[config.mk]
export PLATFORM = sky130hd
export DESIGN_NAME = decode_ctrl_flat
export DESIGN_NICKNAME = d
export VERILOG_FILES = /design/src/rtl/decode_ctrl_if.sv /design/src/rtl/decode_ctrl.sv /design/src/flat_wrapper.sv
export SDC_FILE = /design/constraint.sdc
export NUM_CORES = 1
export LEC_CHECK = 0
export CORE_AREA = 4 4 88 90
export CTS_CLUSTER_DIAMETER = 60
export DETAILED_ROUTE_END_ITERATION = 16
export DIE_AREA = 0 0 92 94
export PLACE_DENSITY = 0.89
export SLEW_MARGIN = 20
export SYNTH_ARGS = -nofsm -noshare
export SYNTH_HDL_FRONTEND = slang
export SYNTH_SLANG_ARGS = --single-unit
[constraint.sdc]
create_clock -name clk -period 4.64 [get_ports clk]
set_clock_uncertainty 0.1 [all_clocks]
set_input_delay 1.16 -clock clk [delete_from_list [all_inputs] [get_ports clk]]
set_output_delay 1.16 -clock clk [all_outputs]
set_load 0.05 [all_outputs]
[src/rtl/decode_ctrl_if.sv]
// Memory read port and decoder push/result signals shared by the decode sequencer.
// The master side is the controller; the slave side is the memory and decoder pair.
interface decode_ctrl_if #(
    parameter int DATA_W = 32,
    parameter int ADDR_W = 16
);
    logic              mem_rd;
    logic [ADDR_W-1:0] mem_addr;
    logic              mem_gnt;
    logic [DATA_W-1:0] mem_rdata;
    logic              dec_en;
    logic [DATA_W-1:0] dec_data;
    logic [DATA_W-1:0] dec_index;

    modport master (
        output mem_rd, mem_addr, dec_en, dec_data,
        input  mem_gnt, mem_rdata, dec_index
    );

    modport slave (
        input  mem_rd, mem_addr, dec_en, dec_data,
        output mem_gnt, mem_rdata, dec_index
    );
endinterface

[src/rtl/decode_ctrl.sv]
// Sequencer that fetches N_CLASS scores from memory, streams them into the
// argmax decoder and latches the winning class index.
module decode_ctrl #(
    parameter int DATA_W  = 32,
    parameter int ADDR_W  = 16,
    parameter int N_CLASS = 10,
    parameter int IDX_W   = 4
) (
    input  logic              clk,
    input  logic              rst,
    input  logic              start,
    input  logic [ADDR_W-1:0] base_addr,
    output logic              busy,
    output logic              done,
    output logic [IDX_W-1:0]  class_idx,
    decode_ctrl_if.master     bus
);
    localparam int CNT_W = $clog2(N_CLASS + 1);
    localparam logic [CNT_W-1:0] CNT_ONE    = CNT_W'(1);
    localparam logic [CNT_W-1:0] LAST_ISSUE = CNT_W'(N_CLASS - 1);
    localparam logic [CNT_W-1:0] ALL_PUSHED = CNT_W'(N_CLASS);

    typedef enum logic [2:0] {IDLE, READ, DRAIN, LATCH, DONE} state_t;

    state_t            state;
    logic [ADDR_W-1:0] base_q;
    logic [ADDR_W-1:0] mem_addr_q;
    logic [CNT_W-1:0]  issue_cnt;
    logic [CNT_W-1:0]  push_cnt;
    logic              mem_rd_q;
    logic              rd_vld;
    logic              taken;
    logic              push_last;
    logic              unused_index_bits;

    assign taken         = mem_rd_q & bus.mem_gnt;
    assign bus.mem_rd    = mem_rd_q;
    assign bus.mem_addr  = mem_addr_q;
    assign bus.dec_en    = rd_vld;
    assign bus.dec_data  = rd_vld ? bus.mem_rdata : '0;
    assign unused_index_bits = ^bus.dec_index[DATA_W-1:IDX_W];

    // DRAIN may leave in the same cycle the final push is being clocked in,
    // so the decoder is fully loaded by the time LATCH samples it.
    assign push_last = (push_cnt == ALL_PUSHED) ||
                       (rd_vld && (push_cnt == ALL_PUSHED - CNT_ONE));

    always_ff @(posedge clk or negedge rst) begin
        if (!rst) begin
            rd_vld   <= 1'b0;
            push_cnt <= '0;
        end else begin
            rd_vld <= taken;
            if (state == IDLE && start) begin
                push_cnt <= '0;
            end else if (rd_vld) begin
                push_cnt <= push_cnt + CNT_ONE;
            end
        end
    end

    always_ff @(posedge clk or negedge rst) begin
        if (!rst) begin
            state      <= IDLE;
            base_q     <= '0;
            mem_addr_q <= '0;
            issue_cnt  <= '0;
            mem_rd_q   <= 1'b0;
            busy       <= 1'b0;
            done       <= 1'b0;
            class_idx  <= '0;
        end else begin
            case (state)
                IDLE: begin
                    if (start) begin
                        base_q     <= base_addr;
                        mem_addr_q <= base_addr;
                        issue_cnt  <= '0;
                        class_idx  <= '0;
                        mem_rd_q   <= 1'b1;
                        busy       <= 1'b1;
                        state      <= READ;
                    end
                end
                READ: begin
                    if (taken) begin
                        issue_cnt <= issue_cnt + CNT_ONE;
                        if (issue_cnt == LAST_ISSUE) begin
                            mem_rd_q   <= 1'b0;
                            mem_addr_q <= '0;
                            state      <= DRAIN;
                        end else begin
                            // Address wraps modulo 2^ADDR_W by construction.
                            mem_addr_q <= base_q + ADDR_W'(issue_cnt + CNT_ONE);
                        end
                    end
                end
                DRAIN: begin
                    if (push_last) begin
                        state <= LATCH;
                    end
                end
                LATCH: begin
                    class_idx <= bus.dec_index[IDX_W-1:0];
                    done      <= 1'b1;
                    state     <= DONE;
                end
                DONE: begin
                    done  <= 1'b0;
                    busy  <= 1'b0;
                    state <= IDLE;
                end
                default: state <= IDLE;
            endcase
        end
    end
endmodule

[src/flat_wrapper.sv]
// flat-port wrapper written by rule: the top's interface ports become plain ports
module decode_ctrl_flat 
#(
    parameter int DATA_W  = 32,
    parameter int ADDR_W  = 16,
    parameter int N_CLASS = 10,
    parameter int IDX_W   = 4
)
  (clk, rst, start, base_addr, busy, done, class_idx, bus_mem_rd, bus_mem_addr, bus_dec_en, bus_dec_data, bus_mem_gnt, bus_mem_rdata, bus_dec_index);
  decode_ctrl_if #(.DATA_W(DATA_W), .ADDR_W(ADDR_W)) bus_i ();
  input  logic clk;
  input  logic rst;
  input  logic start;
  input  logic [ADDR_W-1:0] base_addr;
  output logic busy;
  output logic done;
  output logic [IDX_W-1:0] class_idx;
  output wire logic [$bits(bus_i.mem_rd)-1:0] bus_mem_rd;
  output wire logic [$bits(bus_i.mem_addr)-1:0] bus_mem_addr;
  output wire logic [$bits(bus_i.dec_en)-1:0] bus_dec_en;
  output wire logic [$bits(bus_i.dec_data)-1:0] bus_dec_data;
  input wire logic [$bits(bus_i.mem_gnt)-1:0] bus_mem_gnt;
  input wire logic [$bits(bus_i.mem_rdata)-1:0] bus_mem_rdata;
  input wire logic [$bits(bus_i.dec_index)-1:0] bus_dec_index;
  assign bus_mem_rd = bus_i.mem_rd;
  assign bus_mem_addr = bus_i.mem_addr;
  assign bus_dec_en = bus_i.dec_en;
  assign bus_dec_data = bus_i.dec_data;
  assign bus_i.mem_gnt = bus_mem_gnt;
  assign bus_i.mem_rdata = bus_mem_rdata;
  assign bus_i.dec_index = bus_dec_index;
  decode_ctrl #(.DATA_W(DATA_W), .ADDR_W(ADDR_W), .N_CLASS(N_CLASS), .IDX_W(IDX_W)) u_core (.clk(clk), .rst(rst), .start(start), .base_addr(base_addr), .busy(busy), .done(done), .class_idx(class_idx), .bus(bus_i));
endmodule
## Word-level counts from Yosys, hierarchy flattened

Cells that the tools add are included.

| storage, ports and cells | value |
|---|---|
| register bits after elaboration | 51 |
| bits of input ports | 84 |
| logic and storage cells | 63 |

| cells by class | value |
|---|---|
| eq/ne operators | 11 |
| add/sub/neg operators | 4 |
| bitwise operators | 1 |
| mux-type cells | 22 |
| reduce and logical (&&, ||, !) cells | 15 |

Operators by type and width:

| operator | number |
|---|---|
| 16-bit two-way mux | 3 |
| 32-bit two-way mux | 1 |
| 16-bit case mux with 2 select lines | 1 |
| 16-bit adder | 1 |
| 4-bit two-way mux | 4 |
| 4-bit case mux with 2 select lines | 2 |
| 4-bit equality test, second input constant | 3 |
| 3-bit two-way mux | 4 |
| 3-bit case mux with 4 select lines | 1 |
| 2-bit nonzero test | 5 |
| 4-bit by 1-bit adder with 4-bit output, second input constant | 2 |
| 4-bit AND reduction | 2 |
| 3-bit by 2-bit equality test with 1-bit output, second input constant | 2 |
| 2-bit by 1-bit inequality test with 1-bit output, second input constant | 3 |
| 1-bit case mux with 2 select lines | 3 |
| 2-bit AND reduction | 3 |
| 4-bit by 1-bit adder with 5-bit output, second input constant | 1 |
| 3-bit by 1-bit equality test with 1-bit output, second input constant | 1 |
| 3-bit equality test, second input constant | 1 |
| 3-bit zero test | 1 |
| 1-bit two-way mux | 3 |
| 3-bit AND reduction | 1 |
| 1-bit logical AND | 2 |
| 2-bit inequality test, second input constant | 1 |
| other kinds (2) | 2 |

## Depth between registers and ports, before layout

| depth | value |
|---|---|
| depth after elaboration | 5 |
| gate-level depth with buffers | 9 |

## Least setup slack after synthesis

Ideal clock, no wire load.

| timing path | value |
|---|---|
| path kind | register to output |
| start | register u_core.rd_vld, in the netlist u_core.bus.dec_en |
| end | output bus_dec_data[0] |
| arrival | 1,607 ps |
| slack | 1,773 ps |
| required time | 3,380 ps |
| stages on the path, launching flop included | 4 |
| path buffers | 2 |
| cells stage by stage | dfrtp_1 clkbuf_1 clkbuf_1 and2_1 |

| on the way | value |
|---|---|
| word-level cells in the longest chain between the ends | 1 |

RTL lines:

| what | RTL line | text |
|---|---|---|
| start, declared | decode_ctrl.sv:31 | `logic rd_vld;` |
| start signal, assigned | decode_ctrl.sv:53 | `rd_vld <= taken;` |
| 32-bit two-way mux | decode_ctrl.sv:40 | `assign bus.dec_data = rd_vld ? bus.mem_rdata : '0;` |
| end, declared | flat_wrapper.sv:21 | `output wire logic [$bits(bus_i.dec_data)-1:0] bus_dec_data;` |

Every way passes these cells.

## Final worst setup path

| timing path | value |
|---|---|
| start | input bus_mem_rdata[10] |
| end | output bus_dec_data[10] |

| on the way | value |
|---|---|
| word-level cells in the longest chain between the ends | 1 |

RTL lines:

| what | RTL line | text |
|---|---|---|
| start, declared | flat_wrapper.sv:23 | `input wire logic [$bits(bus_i.mem_rdata)-1:0] bus_mem_rdata;` |
| 32-bit two-way mux | decode_ctrl.sv:40 |  |

Every way passes these cells.

==> results.ini <==
[synth]
syn-mean-instance-area_um2 = 9.03
synthArstFlopShare_pct = 100
synth_area_um2 = 3090
synthCells = 342
synth_edf_count = 0
synth_warnings = 0
synth-seq-cells = 51
ys.flop_type = dfrtp_1
synth_cell_type_count = 48
synth-seq-area-share_pct = 41.3
synth_nets = 438

[timing]
setup_tns_ns = 0
max_slew_margin_pct = 35.4
rsz0062_at_grt = false
finalHoldViolations = 0
period_minus_slack_ns = 3.85
fin_crit_sh_pct = 82.9
max_freq_mhz = 260
setup_violations = 0
slew_violations = 0
worst_slew_pin_slew_ns = 0.969

[floorplan]
rows = 31
core_um2 = 7060
dieWidth_um = 92
start_util_pct = 43.7
ios = 140
die_height_um = 94
design.die.area_um2 = 8650

[clock_tree]
cts_buffers = 5
clock-sinks = 51
cts_resized = 0
clock_latency_ns = 0.31
clockBufferDepth = 2
path_clk_slew_ns = 0.10
cts_tree = built
root_buffer = clkbuf_8
cts_max_level = 2
cts_setup_buffers = 0
hold_buffers = 0

[drt]
vias = 2907
first_iter_violations = 242
wl_um = 8690
drtAntennaViolNets = 0
drc_errors = 0
routedWlPerCell_um = 16.1
first_pass_iters = 4
viasPerCell = 5.37

[finish]
fin_nets = 537
syn_to_final_growth_pct = 41.9
layout_commonest_cell = clkdlybuf4s50_1
layout_common_cells = clkdlybuf4s50_1, dfrtp_1, nand2_1
drive_gt1_share_pct = 4.98
antenna_cells = 0

[critical_path]
cp_data_arrival_time_ns = 2.59
path_class = in2out
crit_fanout = 1
critPathLaunchType = primary input
required_ns = 3.38
r2r_cells = 6
crit_path_end_kind = output port

[flow_run]
maxCapViolations = 0

[global_route]
overflow = 0
grt_pass1_wl_um = 14100
grt_pass1_vias = 2955
grt_max_degree = 52
antenna_found_initial = 0
grt_usage_pct = 20.3

[min_path]
min_path_cells = 2
hold_path.class = reg2reg

[place]
dp_hpwl_um = 6490
portBuffers = 111
place.gp.congestion = 0.799

[power_and_ir_drop]
leakage_nw = 1.82
vdd.ir_drop.worst_uv = 315
power_density_nw_per_um2 = 688
p_total_mw = 3.01

[status]
status = finished clean

[state kept, by name (all words and copies together) (netlist names)]
register	flops
u_core.base_q	16
u_core.busy	1
u_core.done	1
u_core.bus.dec_en	1
u_core.issue_cnt	4
u_core.bus.mem_addr	16
u_core.class_idx	4
u_core.state	3
u_core.bus.mem_rd	1
u_core.push_cnt	4
[synth_stat cells, types with 4 or more instances]
cell | instances | area, um^2
dfrtp_1 | 51 | 1280
nand4_1 | 5 | 31.3
and3_1 | 5 | 31.3
a2bb2oi_1 | 10 | 87.6
a2111oi_0 | 4 | 35.0
inv_1 | 18 | 67.6
o22ai_1 | 9 | 56.3
a211oi_1 | 10 | 75.1
nand2_1 | 41 | 154
a22o_1 | 4 | 35.0
a21oi_1 | 15 | 75.1
xor2_1 | 4 | 35.0
ha_1 | 11 | 138
a31oi_1 | 4 | 25.0
and2_1 | 32 | 200
nor2_1 | 26 | 97.6
a21o_1 | 10 | 75.1
nand3_1 | 6 | 30.0
clkbuf_1 | 13 | 48.8
o21ai_0 | 21 | 105
[power by group]
group          leakage, nW  switching, mW  internal [mW]
registers            0.606          0.195          0.649
clock network       0.0644          0.158          0.215
logic                 1.15           1.12          0.673
[per-stage QoR]
step                hold WS (ns)  cells  worst slack [ns]  util, %  area [um^2]
floorplan                  0.350    342              1.77        -         3090
global placement           0.368    533             0.831     60.1         4240
detailed placement         0.375    533             0.789     60.1         4240
CTS                        0.406    541             0.790     62.0         4380
global route               0.436    541             0.732     62.0         4380
finish                     0.405    541             0.794     62.0         4380
[cell families after synthesis]
kind of cell | Yosys count | synth area share (%)
adder cells (fa/ha/maj) | 12 | 5.11
buffers and inverters | 39 | 5.63
XOR/XNOR | 6 | 1.70
flip-flops | 51 | 41.3
AO/OA/AOI/OAI | 103 | 24.3
AND/OR/NAND/NOR | 131 | 21.9
[metal layers]
| layer | wire length [um] | vias up | GRT usage [%] | part of all wire (%) |
|---|---|---|---|---|
| li1 | - | 1410 | - | - |
| met1 | 3700 | 1382 | 25.7 | 43 |
| met2 | 4390 | 102 | 35.7 | 50 |
| met3 | 504 | 13 | 3.85 | 5.8 |
| met4 | 103 | 0 | 5.32 | 1.2 |
| met5 | 0 | - | 0 | 0 |
[worst max-delay path, cell delays in order]
cell             delay, ns
clkdlybuf4s50_1       0.47
and2_1                0.14
clkdlybuf4s50_1       0.82
[path summary, 6_finish.rpt]
check / from / endpoint / slack, ns
max: bus_mem_rdata[10] / bus_dec_data[10] / 0.79
min: u_core.base_q[4] / u_core.base_q[4] / 0.40
max reg2reg: u_core.issue_cnt[0] / u_core.bus.mem_addr[13] / 1.93
min reg2reg: u_core.base_q[4] / u_core.base_q[4] / 0.40
max in group asynchronous: rst / u_core.base_q[9] / 3.24
min in group asynchronous: rst / u_core.bus.mem_addr[1] / 0.76
[layout make-up]
class / count / area, um^2
multi-input cells: 252 / 1650
clock buffers: 5 / 68.8
clock inverters: 3 / 67.6
flip-flops and latches: 51 / 1280
well taps: 99 / 124
repair buffers: 113 / 1120
fillers: 603 / 2680
inverters: 18 / 67.6
(Power assumes the default switching activity.)
